--- src/rtl/l2_arbiter.sv ---
// l2_arbiter: shares the single upstream L2 port between the L1 I-cache (read-only) and the
// L1 D-cache (read/write). One requester is granted per transaction. Its op, address and
// write data are latched at grant time. The L2 port is driven from those latched values
// until l2_resp, and resp/rdata are then returned to the granted requester.
//
// Build option: define ARBITER_ROUND_ROBIN_EN to alternate grants on simultaneous I/D
// requests. Without it, the D-cache always wins ties.
//
// Ports:
//   clk, rst                         clock, synchronous active-high reset
//   i_read, i_address                I-cache line read request
//   i_rdata, i_resp                  line data / completion to I-cache
//   d_read, d_write, d_address,
//   d_wdata                          D-cache line read/write request
//   d_rdata, d_resp                  line data / completion to D-cache
//   l2_read, l2_write, l2_address,
//   l2_wdata                         request to L2 (from latched values)
//   l2_rdata, l2_resp                data / completion from L2
module l2_arbiter #(
   parameter int unsigned s_offset = 5,
   parameter int unsigned s_line   = 8 * 2**s_offset
) (
   input  logic              clk,
   input  logic              rst,
   input  logic              i_read,
   input  logic [31:0]       i_address,
   output logic [s_line-1:0] i_rdata,
   output logic              i_resp,
   input  logic              d_read,
   input  logic              d_write,
   input  logic [31:0]       d_address,
   input  logic [s_line-1:0] d_wdata,
   output logic [s_line-1:0] d_rdata,
   output logic              d_resp,
   output logic              l2_read,
   output logic              l2_write,
   output logic [31:0]       l2_address,
   output logic [s_line-1:0] l2_wdata,
   input  logic [s_line-1:0] l2_rdata,
   input  logic              l2_resp
);

   typedef enum logic [1:0] {StIdle, StServeI, StServeD} state_e;

   state_e              state_q, state_d;
   logic                op_write_q, op_write_d;
   logic [31:0]         addr_q, addr_d;
   logic [s_line-1:0]   wdata_q, wdata_d;
   logic                last_grant_q, last_grant_d;  // 0 = I-cache, 1 = D-cache
   logic                i_req, d_req, grant_d;

   always_comb begin
      i_req = i_read;
      // A simultaneous read and write from the D-cache is treated as a write.
      d_req = d_read | d_write;
`ifdef ARBITER_ROUND_ROBIN_EN
      // On a tie, D wins only if I was granted last.
      grant_d = d_req && (!i_req || !last_grant_q);
`else
      grant_d = d_req;
`endif

      state_d      = state_q;
      op_write_d   = op_write_q;
      addr_d       = addr_q;
      wdata_d      = wdata_q;
      last_grant_d = last_grant_q;

      case (state_q)
         StIdle: begin
            if (grant_d) begin
               state_d      = StServeD;
               op_write_d   = d_write;
               addr_d       = d_address;
               wdata_d      = d_wdata;
               last_grant_d = 1'b1;
            end else if (i_req) begin
               state_d      = StServeI;
               op_write_d   = 1'b0;
               addr_d       = i_address;
               last_grant_d = 1'b0;
            end
         end
         StServeI, StServeD: begin
            if (l2_resp) state_d = StIdle;
         end
         default: state_d = StIdle;
      endcase
   end

   always_ff @(posedge clk) begin
      if (rst) begin
         state_q      <= StIdle;
         op_write_q   <= 1'b0;
         addr_q       <= '0;
         wdata_q      <= '0;
         last_grant_q <= 1'b0;
      end else begin
         state_q      <= state_d;
         op_write_q   <= op_write_d;
         addr_q       <= addr_d;
         wdata_q      <= wdata_d;
         last_grant_q <= last_grant_d;
      end
   end

   // L2 request comes only from latched state; live requester inputs are ignored while serving.
   assign l2_read    = (state_q != StIdle) && !op_write_q;
   assign l2_write   = (state_q != StIdle) && op_write_q;
   assign l2_address = addr_q;
   assign l2_wdata   = wdata_q;

   // A reset in the same cycle as l2_resp drops the transaction, so no resp is issued.
   assign i_resp  = (state_q == StServeI) && l2_resp && !rst;
   assign d_resp  = (state_q == StServeD) && l2_resp && !rst;
   assign i_rdata = l2_rdata;
   assign d_rdata = l2_rdata;

`ifndef SYNTHESIS
   a_no_d_read_write: assert property (@(posedge clk) disable iff (rst) !(d_read && d_write));
`endif

endmodule

--- config.mk ---
export PLATFORM = sky130hd
export DESIGN_NAME = l2_arbiter
export DESIGN_NICKNAME = d
export VERILOG_FILES = /design/src/rtl/l2_arbiter.sv
export SDC_FILE = /design/constraint.sdc
export NUM_CORES = 1
export LEC_CHECK = 0
export BUFFER_PORTS_ARGS = -buffer_cell sky130_fd_sc_hd__buf_2
export CORE_AREA = 2 2 545 547
export CTS_BUF_LIST = sky130_fd_sc_hd__clkbuf_16
export CTS_CLUSTER_SIZE = 28
export DETAILED_ROUTE_END_ITERATION = 6
export DIE_AREA = 0 0 547 549
export SLEW_MARGIN = 20
export SYNTH_ARGS = -nofsm -noshare
export SYNTH_HDL_FRONTEND = slang
export SYNTH_SLANG_ARGS = --single-unit
--- constraint.sdc ---
create_clock -name clk -period 2.2 [get_ports clk]
set_clock_uncertainty 0.1 [all_clocks]
set_input_delay 0.11 -clock clk [delete_from_list [all_inputs] [get_ports clk]]
set_output_delay 0.11 -clock clk [all_outputs]
set_load 0.005 [all_outputs]
==> results.sh, run 1 <==
export IMPL_status="finished, final reports clean"
export IMPL_power_density_nw_per_um2=762.9
export IMPL_internal_power_w=0.01181
export IMPL_worstHoldPathType="input pin to output port"
export IMPL_crit_path_end_kind="output port"
export IMPL_path_cells="inv_1 > ha_2 > buf_4 > nor2_1 > buf_4"
export IMPL_fin_area_sq_um=23530
export IMPL_synth_xor_area_share_pct=0
export IMPL_port_buffers=617
export IMPL_htreeDepth=2
export IMPL_io_pins=1386
export IMPL_initial_core_util_pct=4.919
export IMPL_period_minus_slack_ns=1.987
export IMPL_ys_seq_area_share_pct=40.14
export IMPL_drive_gt1_share_pct=33.51
export IMPL_synth_avg_cell_area_sq_um=7.917
export IMPL_sequentialPowerShare_pct=34.3
export IMPL_fp_row_count=200
export IMPL_arrival_ns=1.78
export IMPL_coreArea_sq_um=295000
export IMPL_synth_cell_type_count=21
export IMPL_num_vias=14453
export IMPL_synth_cells=1833
export IMPL_cp_start_kind="flip-flop"
export IMPL_dpl_hpwl_um=167000
export IMPL_synth_top_flop_cell="dfxtp_1"
export IMPL_p_comb_share_pct=26.2
export IMPL_power_frac_clock_pct=39.4
export IMPL_numCtsBuffers=41
export IMPL_n_fill_cell=34608
export IMPL_crit_buf_inv=3
export IMPL_grt_pass1_vias=13694
export IMPL_synth_compound_area_share_pct=13.64
export IMPL_critPathKind="flip-flop to output port"
export IMPL_required_ns=1.99
export IMPL_ys_ff_latch=291
export IMPL_die_area_sq_um=300300
export IMPL_slew_headroom_pct=52.42
export IMPL_yosys_warnings=0
export IMPL_cts_setup_buffers=0
export IMPL_yosys_area_share_adder_pct=0.2587
export IMPL_leakagePower_nw=9.054
export IMPL_setup_viol=0
export IMPL_tightest_slew_ns=0.7063
export IMPL_synth_top_area_share_pct=40.14
export IMPL_die_y_um=549
export IMPL_async_reset_ff_share_pct=0
export IMPL_net_switching_power_w=0.006142
export IMPL_cp_slowest_stage_delay_ns=0.35
export IMPL_crit_fanout=5
export IMPL_grt_usage_pct=11.75
export IMPL_crit_path_frequent_cell="buf_4"
export IMPL_overflow=0
export IMPL_synth_largest_area_cell="dfxtp_1"
export IMPL_yosys_top_cells_area="dfxtp_1, buf_4, nand2_1"
export IMPL_synth_edf_count=0
export IMPL_critPathTopFamily="buffers and inverters"
export IMPL_dr_pass1_iters=5
export IMPL_critPathSlowestCell="dfxtp_1"
export IMPL_switching_share_pct=34.21
export IMPL_hold_viol=0
export IMPL_wl_per_cell_um=29.51
export IMPL_numClockSinks=291
export IMPL_dp_cells=5822
export IMPL_gp_congestion=0.9511
export IMPL_ant_nets=0
export IMPL_via_per_inst=2.314
export IMPL_drt_iter0_drc=1075
export IMPL_cts_root_buf="clkbuf_16"
export IMPL_cap_violations=0
export IMPL_syn_nets=2418
export IMPL_stdcell_count=6246
export IMPL_worstSkewPairLatency_ns=0.65
export IMPL_rsz0062_at_grt="false"
export IMPL_drcViolationCount=0
export IMPL_grt_start_max_net_pins=65
export IMPL_synth_simple_area_share_pct=15.35
export IMPL_synthMuxAreaShare_pct=0
export IMPL_cts_tree="yes"
export IMPL_final_net_count=2840
export IMPL_ir_drop_mv=0.5617
export IMPL_yosysMostFrequentCell="nand2_1"
export IMPL_die_w_um=547
export IMPL_syn_area_sq_um=14510
export IMPL_final_period_utilization_pct=90.32
export IMPL_synth_top_family_by_area="buffers and inverters"
export IMPL_setup_tns_ns=0
export IMPL_antenna_found_initial=112
export IMPL_synth_common_cells="nand2_1, buf_4, dfxtp_1"
export IMPL_grt_pass1_wl_um=213800
export IMPL_place_area_sq_um=18800
export IMPL_cts_clk_slew_worst_paths_ns=0.05
export IMPL_clockBufferDepth=3
export IMPL_fmax_mhz=503.3
export IMPL_drt_wl_total_um=184300
export IMPL_syn_to_final_growth_pct=62.15
export IMPL_maxSlewViolCount=0
[layer usage]
metal	routed length [um]	vias up	global-route usage [%]
li1	-	6217	-
met4	11920	22	6.453
met3	56730	525	16.64
met2	67730	1425	15.37
met5	479	-	0.9022
met1	47450	6264	8.707
[worst register-to-register path: stages (launching register included)]
cell and delay (ns):
dfxtp_1 0.35, inv_1 0.08, ha_2 0.22, buf_4 0.16
nor2b_1 0.12, o21ai_0 0.17, a21oi_1 0.09, dlygate4sd3_1 0.56
[what timing repair did]
item                                    4_1_cts  5_1_grt
endpoints found under the hold margin       291        0
hold buffers                                329        0
endpoints found under the setup margin        2        3
resized for setup                             4        1
pin swaps                                     0        0
[cell families (layout without fill, tap and decap cells)]
group	count (synthesis)	in the layout
compound gates	329	329
fa+ha+maj	3	3
buf+inv	623	1076
flops	291	291
other cells	0	21
simple gates	587	587
[final cells by class]
| type | instances | area [sq um] | share of cell area (%) |
|---|---|---|---|
| Antenna cell | 21 | 52.55 | 0.2233 |
| Clock buffer | 42 | 1051 | 4.467 |
| Clock inverter | 32 | 319.1 | 1.356 |
| Inverter | 2 | 7.507 | 0.03190 |
| Multi-Input combinational cell | 919 | 4265 | 18.13 |
| Sequential cell | 291 | 5826 | 24.76 |
| Tap cell | 3939 | 4928 | 20.95 |
| Timing Repair Buffer | 1000 | 7081 | 30.09 |
[cells in the final DEF, fill, tap and decap left out]
master / instances
buf_8: 1
a311oi_2: 32
inv_6: 2
bufinv_16: 6
clkinv_8: 1
nor2_1: 34
clkinvlp_4: 3
buf_6: 1
buf_2: 614
o21a_4: 1
nor3_1: 1
clkinv_2: 2
o21ai_0: 34
nand2b_1: 1
nand2_1: 545
ha_2: 1
a21oi_1: 259
o21ai_4: 1
buf_12: 22
ha_1: 2
clkinv_4: 1
dfxtp_1: 291
dlygate4sd3_1: 329
clkbuf_16: 42
buf_4: 33
diode_2: 21
o31a_2: 1
and3b_1: 2
nor2_2: 1
clkinv_1: 5
nor2b_1: 2
inv_1: 14
a22oi_1: 1
nor2b_2: 1
[through the flow]
step	utilization (%)	setup WS, ns	hold WS [ns]	total power [W]
6_report	7.975	0.2130	0.1200	0.01795
5_1_grt	7.964	0.03353	0.1176	0.01889
4_1_cts	7.957	0.005179	0.06004	0.01843
3_5_place_dp	6.372	0.2748	0.1201	0.01044
3_3_place_gp	6.372	0.2797	0.1201	0.01042
2_1_floorplan	-	0.6087	0.1460	0.008596
[power by group through the flow]
stage	sequential [W]	combinational [W]	clock (W)
6_report	0.00617	0.00471	0.00708
2_1_floorplan	0.00629	0.00230	0
3_5_place_dp	0.00626	0.00418	0
3_3_place_gp	0.00625	0.00417	0
5_1_grt	0.00623	0.00514	0.00753
4_1_cts	0.00616	0.00485	0.00742
[flip-flops by register name, indices dropped and copies added, names as in the netlist]
| register | count |
|---|---|
| state_q | 2 |
| l2_wdata | 256 |
| l2_address | 32 |
| op_write_q | 1 |
[final timing paths]
path | from | cells after the start | to | slack (ns)
worst min register to register | l2_wdata[9] | 2 | l2_wdata[9] | 0.35
worst max-delay path | state_q[1] | 5 | l2_read | 0.21
worst max register to register | state_q[1] | 7 | state_q[1] | 0.23
worst min-delay path | l2_rdata[37] | 0 | d_rdata[37] | 0.12
No activity file was read; power rests on OpenSTA's default activity.
==> run 2: changes to the inputs <==
- BUFFER_PORTS_ARGS: -buffer_cell sky130_fd_sc_hd__buf_2 -> -buffer_cell sky130_fd_sc_hd__clkbuf_2
- CORE_AREA: 2 2 545 547 -> 2 2 535 537
- DIE_AREA: 0 0 547 549 -> 0 0 537 539
- clock period: 2.2 -> 1.66 ns (I/O delays scaled with it)
==> run 2 against run 1 <==
Net effect: the run now ends with setup timing left; sequential share of layout area down 5.4 points; hold slack worse by 0.054 ns; utilization up 2.6 points; die area down 3.6%; global-route usage up 1.6 points; count of clock-buffer cells in the layout up 2; sequential cell count unchanged; wire length up 9.8%; clock power up 39%; critical endpoint is now i_resp; largest power group is now combinational cells.
==> results.sh, run 2 (synthesis gave the netlist of run 1 again) <==
export IMPL_status="finished, violations left"
export IMPL_violations="setup timing"
export IMPL_drt_wl_total_um=202400
export IMPL_n_fill_cell=32756
export IMPL_power_density_nw_per_um2=995.8
export IMPL_grt_usage_pct=13.36
export IMPL_final_net_count=3054
export IMPL_syn_to_final_growth_pct=107.3
export IMPL_rsz0062_at_grt="true"
export IMPL_stdcell_count=6290
export IMPL_setup_tns_ns=-27.26
export IMPL_die_y_um=539
export IMPL_clockBufferDepth=3
export IMPL_fp_row_count=196
export IMPL_final_period_utilization_pct=112.7
export IMPL_wl_per_cell_um=32.18
export IMPL_antenna_found_initial=95
export IMPL_gp_congestion=0.9693
export IMPL_layout_setup_ws_ns=-0.2112
export IMPL_multi_input_comb_area_sq_um=7347
export IMPL_critPathKind="flip-flop to output port"
export IMPL_worstSkewPairLatency_ns=0.69
export IMPL_htreeDepth=2
export IMPL_leakagePower_nw=12.42
export IMPL_utilization_pct=10.59
export IMPL_required_ns=1.48
export IMPL_crit_fanout=2
export IMPL_overflow=0
export IMPL_slew_headroom_pct=54.20
export IMPL_dpl_hpwl_um=170100
export IMPL_numClockSinks=291
export IMPL_maxSlewViolCount=0
export IMPL_cts_clk_slew_worst_paths_ns=0.05
export IMPL_num_vias=15897
export IMPL_final_cell_mix="clkbuf_2, dlygate4sd3_1, dfxtp_1, a21oi_2, nand2_4"
export IMPL_die_w_um=537
export IMPL_period_minus_slack_ns=1.871
export IMPL_seq_area_sq_um=5828
export IMPL_fmax_mhz=534.4
export IMPL_worstHoldPathType="input pin to output port"
export IMPL_port_buffers=617
export IMPL_cts_root_buf="clkbuf_16"
export IMPL_drcViolationCount=0
export IMPL_grt_pass1_wl_um=235600
export IMPL_ir_drop_mv=0.7134
export IMPL_numCtsBuffers=43
export IMPL_tightest_slew_ns=0.6869
export IMPL_cap_violations=0
export IMPL_crit_path_end_kind="output port"
export IMPL_dr_pass1_iters=6
export IMPL_largest_register_ffs=256
export IMPL_io_pins=1386
export IMPL_via_per_inst=2.527
export IMPL_grt_start_max_net_pins=71
export IMPL_coreArea_sq_um=284000
export IMPL_hold_viol=0
export IMPL_place_area_sq_um=19140
export IMPL_drt_iter0_drc=1031
export IMPL_arrival_ns=1.69
export IMPL_dp_cells=5699
export IMPL_ant_nets=0
export IMPL_cts_tree="yes"
export IMPL_fin_area_sq_um=30080
export IMPL_setup_viol=266
export IMPL_initial_core_util_pct=5.110
export IMPL_drive_gt1_share_pct=61.75
export IMPL_place_ws_ns=-0.1633
export IMPL_final_common_cell="clkbuf_2"
export IMPL_die_area_sq_um=289400
export IMPL_grt_pass1_vias=15817
export IMPL_cp_start_kind="flip-flop"
## run 2: cell types whose count changed in the layout (fill, tap and decap cells not counted), sizes merged
cell	before	now
buf	671	222
bufbuf	0	1
bufinv	6	5
clkbuf	42	660
clkinv	9	14
clkinvlp	3	1
diode	21	26
dlygate4sd3	329	373
## run 2: worst paths after layout
path                                    start            end  slack, ns  cells past startpoint
worst min-delay path            l2_rdata[122]   d_rdata[122]       0.07                      0
worst min register to register   l2_wdata[88]   l2_wdata[88]       0.35                      2
worst max register to register     state_q[0]  l2_wdata[109]      -0.20                     11
worst max-delay path               state_q[1]         i_resp      -0.21                      5
## run 2: power breakdown
group	switching (W)	internal (W)	leakage (nW)
clock network	0.00422	0.00560	0.735
registers	0.000756	0.00777	2.40
logic	0.00618	0.00542	9.28
total	0.0112	0.0188	12.4
## run 2: metal layers
layer  GRT usage [%]  wire (um)  vias up
met5          0.1832        236        -
met4           7.439      13650       26
met3           18.30      59930      581
met2           18.06      77460     1480
met1           9.815      51130     7118
li1                -          -     6692
## run 2: area by class of cell
cell class	count	share of cell area [%]
multi-input cells	919	24.43
diodes	26	0.2163
flip-flops and latches	291	19.38
clock inverters	34	1.078
repair buffers	1212	35.56
inverters	2	0.02496
well taps	3762	15.65
clock buffers	44	3.661
## run 2: worst max-delay path: stages (launching register included)
cell and delay (ns):
dfxtp_2 0.33, inv_2 0.05, buf_6 0.11, ha_4 0.14
and3b_2 0.22, buf_8 0.13
## run 2: stage by stage
stage | hold WS (ns) | power (W)
2_1_floorplan | 0.1190 | 0.01139
3_3_place_gp | 0.06609 | 0.01435
3_5_place_dp | 0.06609 | 0.01437
4_1_cts | 0.0001566 | 0.02984
5_1_grt | 0.04774 | 0.03138
6_report | 0.06600 | 0.02995
## run 2: timing repair
item	in CTS	in global routing
pin swaps	288	247
endpoints found under the setup margin	250	294
hold endpoints to repair	291	0
hold buffers	373	0
gates cloned	54	5
buffers inserted	73	27
gates resized for setup	519	569
==> run 3: changes to the inputs <==
- CORE_AREA: 2 2 535 537 -> 2 2 539 541
- DIE_AREA: 0 0 537 539 -> 0 0 541 543
- clock period: 1.66 -> 2.3 ns (I/O delays scaled with it)
==> run 3 against run 2 <==
Net effect: the run now ends clean; wire length down 9.3%; clock power shrank 30%; register-to-register slack improved by 0.37 ns; utilization is 2.3 points lower; first-iteration DRC count grew 21%; count of clock-buffer cells in the layout shrank 3; sequential share of layout area increased by 5.2 points; cell count down 2.4%; total power shrank 42%; cell area is 21% lower; sequential power down 31%; via count decreased by 7.3%.
==> results.sh, run 3 (synthesis gave the netlist of run 1 again) <==
export IMPL_met1_usage_pct=8.578
export IMPL_via_per_inst=2.402
export IMPL_reg2reg_from="state_q[0]"
export IMPL_cts_setup_buffers=0
export IMPL_port_buffers=617
export IMPL_final_net_count=2887
export IMPL_r2r_cells=7
export IMPL_drt_wl_total_um=183600
export IMPL_syn_to_final_growth_pct=63.57
export IMPL_die_area_sq_um=293800
export IMPL_drt_iter0_drc=1249
export IMPL_setup_tns_ns=0
export IMPL_grt_usage_pct=11.99
export IMPL_clockBufferDepth=3
export IMPL_ir_drop_mv=0.5130
export IMPL_ant_nets=0
export IMPL_dpl_hpwl_um=164300
export IMPL_fp_row_count=197
export IMPL_tightest_slew_ns=0.5988
export IMPL_io_pins=1386
export IMPL_die_y_um=543
export IMPL_path_cells="inv_1 > ha_4 > o21a_4 > buf_12 > nand2_1 > a21oi_1 > dlygate4sd3_1"
export IMPL_maxSlewViolCount=0
export IMPL_cp_slowest_stage_delay_ns=0.56
export IMPL_largest_register_ffs=256
export IMPL_setup_viol=0
export IMPL_grt_use_met2_pct=15.10
export IMPL_crit_path_end_kind="flip-flop"
export IMPL_cts_tree="yes"
export IMPL_hold_viol=0
export IMPL_numClockSinks=291
export IMPL_numCtsBuffers=41
export IMPL_drcViolationCount=0
export IMPL_grt_pass1_wl_um=214100
export IMPL_gp_congestion=0.9475
export IMPL_antenna_found_initial=71
export IMPL_use_met3_pct=17.53
export IMPL_slew_headroom_pct=60.08
export IMPL_wl_per_cell_um=29.92
export IMPL_cp_start_kind="flip-flop"
export IMPL_arrival_ns=2.62
export IMPL_r2r_slack_ns=0.17
export IMPL_min_from="d_wdata[30]"
export IMPL_die_w_um=541
export IMPL_n_fill_cell=33678
export IMPL_initial_core_util_pct=5.049
export IMPL_crit_fanout=41
export IMPL_fmax_mhz=468.4
export IMPL_rsz0062_at_grt="false"
export IMPL_grt_pass1_vias=14210
export IMPL_r2r_end="l2_wdata[109]"
export IMPL_leakagePower_nw=9.206
export IMPL_num_vias=14738
export IMPL_multi_input_comb_area_sq_um=4273
export IMPL_final_common_cell="clkbuf_2"
export IMPL_grt_start_max_net_pins=72
export IMPL_worstHoldPathType="input pin to flip-flop"
export IMPL_dr_pass1_iters=6
export IMPL_cts_root_buf="clkbuf_16"
export IMPL_hold_depth=4
export IMPL_period_minus_slack_ns=2.135
export IMPL_seq_area_sq_um=5826
export IMPL_coreArea_sq_um=287400
export IMPL_cap_violations=0
export IMPL_place_area_sq_um=18610
export IMPL_htreeDepth=2
export IMPL_hold_end="l2_wdata[30]"
export IMPL_busiest_layer="met3"
export IMPL_power_density_nw_per_um2=732.2
export IMPL_drive_gt1_share_pct=33.40
export IMPL_overflow=0
export IMPL_final_period_utilization_pct=92.82
export IMPL_critPathSlowestCell="dlygate4sd3_1"
export IMPL_final_cell_mix="clkbuf_2, nand2_1, dlygate4sd3_1, dfxtp_1, a21oi_1"
export IMPL_cts_clk_slew_worst_paths_ns=0.06
export IMPL_status="finished, final reports clean"
export IMPL_critPathKind="flip-flop to flip-flop"
export IMPL_required_ns=2.79
export IMPL_worstSkewPairLatency_ns=0.67
export IMPL_fin_area_sq_um=23740
-- run 3: cell types whose count changed in the layout (fill, tap and decap cells not counted), sizes merged --
cell	change
clkinv	+2
dlygate4sd3	-6
clkbuf	-3
diode	-6
buf	-158
bufbuf	-1
inv	-4
clkinvlp	+3
-- run 3: worst max-delay path, delay by kind of cell, from the launching register on --
kind,cells,cell delay (ns)
compound gates,2,0.35
flops,1,0.32
fa+ha+maj,1,0.22
simple gates,1,0.09
buf+inv,3,0.92
-- run 3: through the flow --
| step | std cells | hold slack (ns) | total power, W | utilization [%] | setup slack [ns] |
|---|---|---|---|---|---|
| 2_1_floorplan | 1833 | 0.1510 | 0.008222 | - | 0.7087 |
| 3_3_place_gp | 5673 | 0.1301 | 0.009975 | 6.474 | 0.4018 |
| 3_5_place_dp | 5673 | 0.1301 | 0.01000 | 6.474 | 0.3278 |
| 4_1_cts | 6116 | 0.03606 | 0.01777 | 8.235 | 0.01706 |
| 5_1_grt | 6127 | 0.07935 | 0.01828 | 8.251 | 0.03436 |
| 6_report | 6136 | 0.1262 | 0.01738 | 8.259 | 0.1652 |
-- run 3: layout make-up --
class,instances,area share [%]
Timing Repair Buffer,1047,31.45
Sequential cell,291,24.54
Tap cell,3781,19.93
Multi-Input combinational cell,919,18.00
Clock buffer,41,4.322
Clock inverter,35,1.513
Antenna cell,20,0.2108
Inverter,2,0.03163
-- run 3: worst max path at each step --
stage	start	endpoint	slack [ns]
2_1_floorplan	state_q[0]	l2_wdata[125]	0.71
3_3_place_gp	state_q[0]	l2_wdata[202]	0.40
3_5_place_dp	state_q[0]	l2_wdata[0]	0.33
4_1_cts	state_q[1]	l2_wdata[105]	0.02
5_1_grt	state_q[0]	l2_wdata[238]	0.03
6_report	state_q[0]	l2_wdata[109]	0.17
-- run 3: repair_timing --
action,in CTS,in global routing
endpoints found under the hold margin,291,0
hold buffers,367,0
resized for setup,0,3
setup endpoints to repair,0,40
-- run 3: power breakdown --
| part | internal, W | switching [W] | leakage (nW) | total (W) |
|---|---|---|---|---|
| registers | 0.00560 | 0.000308 | 2.40 | 0.00591 |
| logic | 0.00170 | 0.00290 | 6.11 | 0.00460 |
| clock network | 0.00385 | 0.00301 | 0.695 | 0.00686 |
| total | 0.0112 | 0.00622 | 9.21 | 0.0174 |
-- run 3: layer usage --
layer  vias to the layer above  routed length [um]  share of wire, %
met5                         -                 802              0.44
met2                      1455               65510                36
met1                      6365               45440                25
met4                        36               13730               7.5
met3                       583               58140                32
li1                       6299                   -                 -
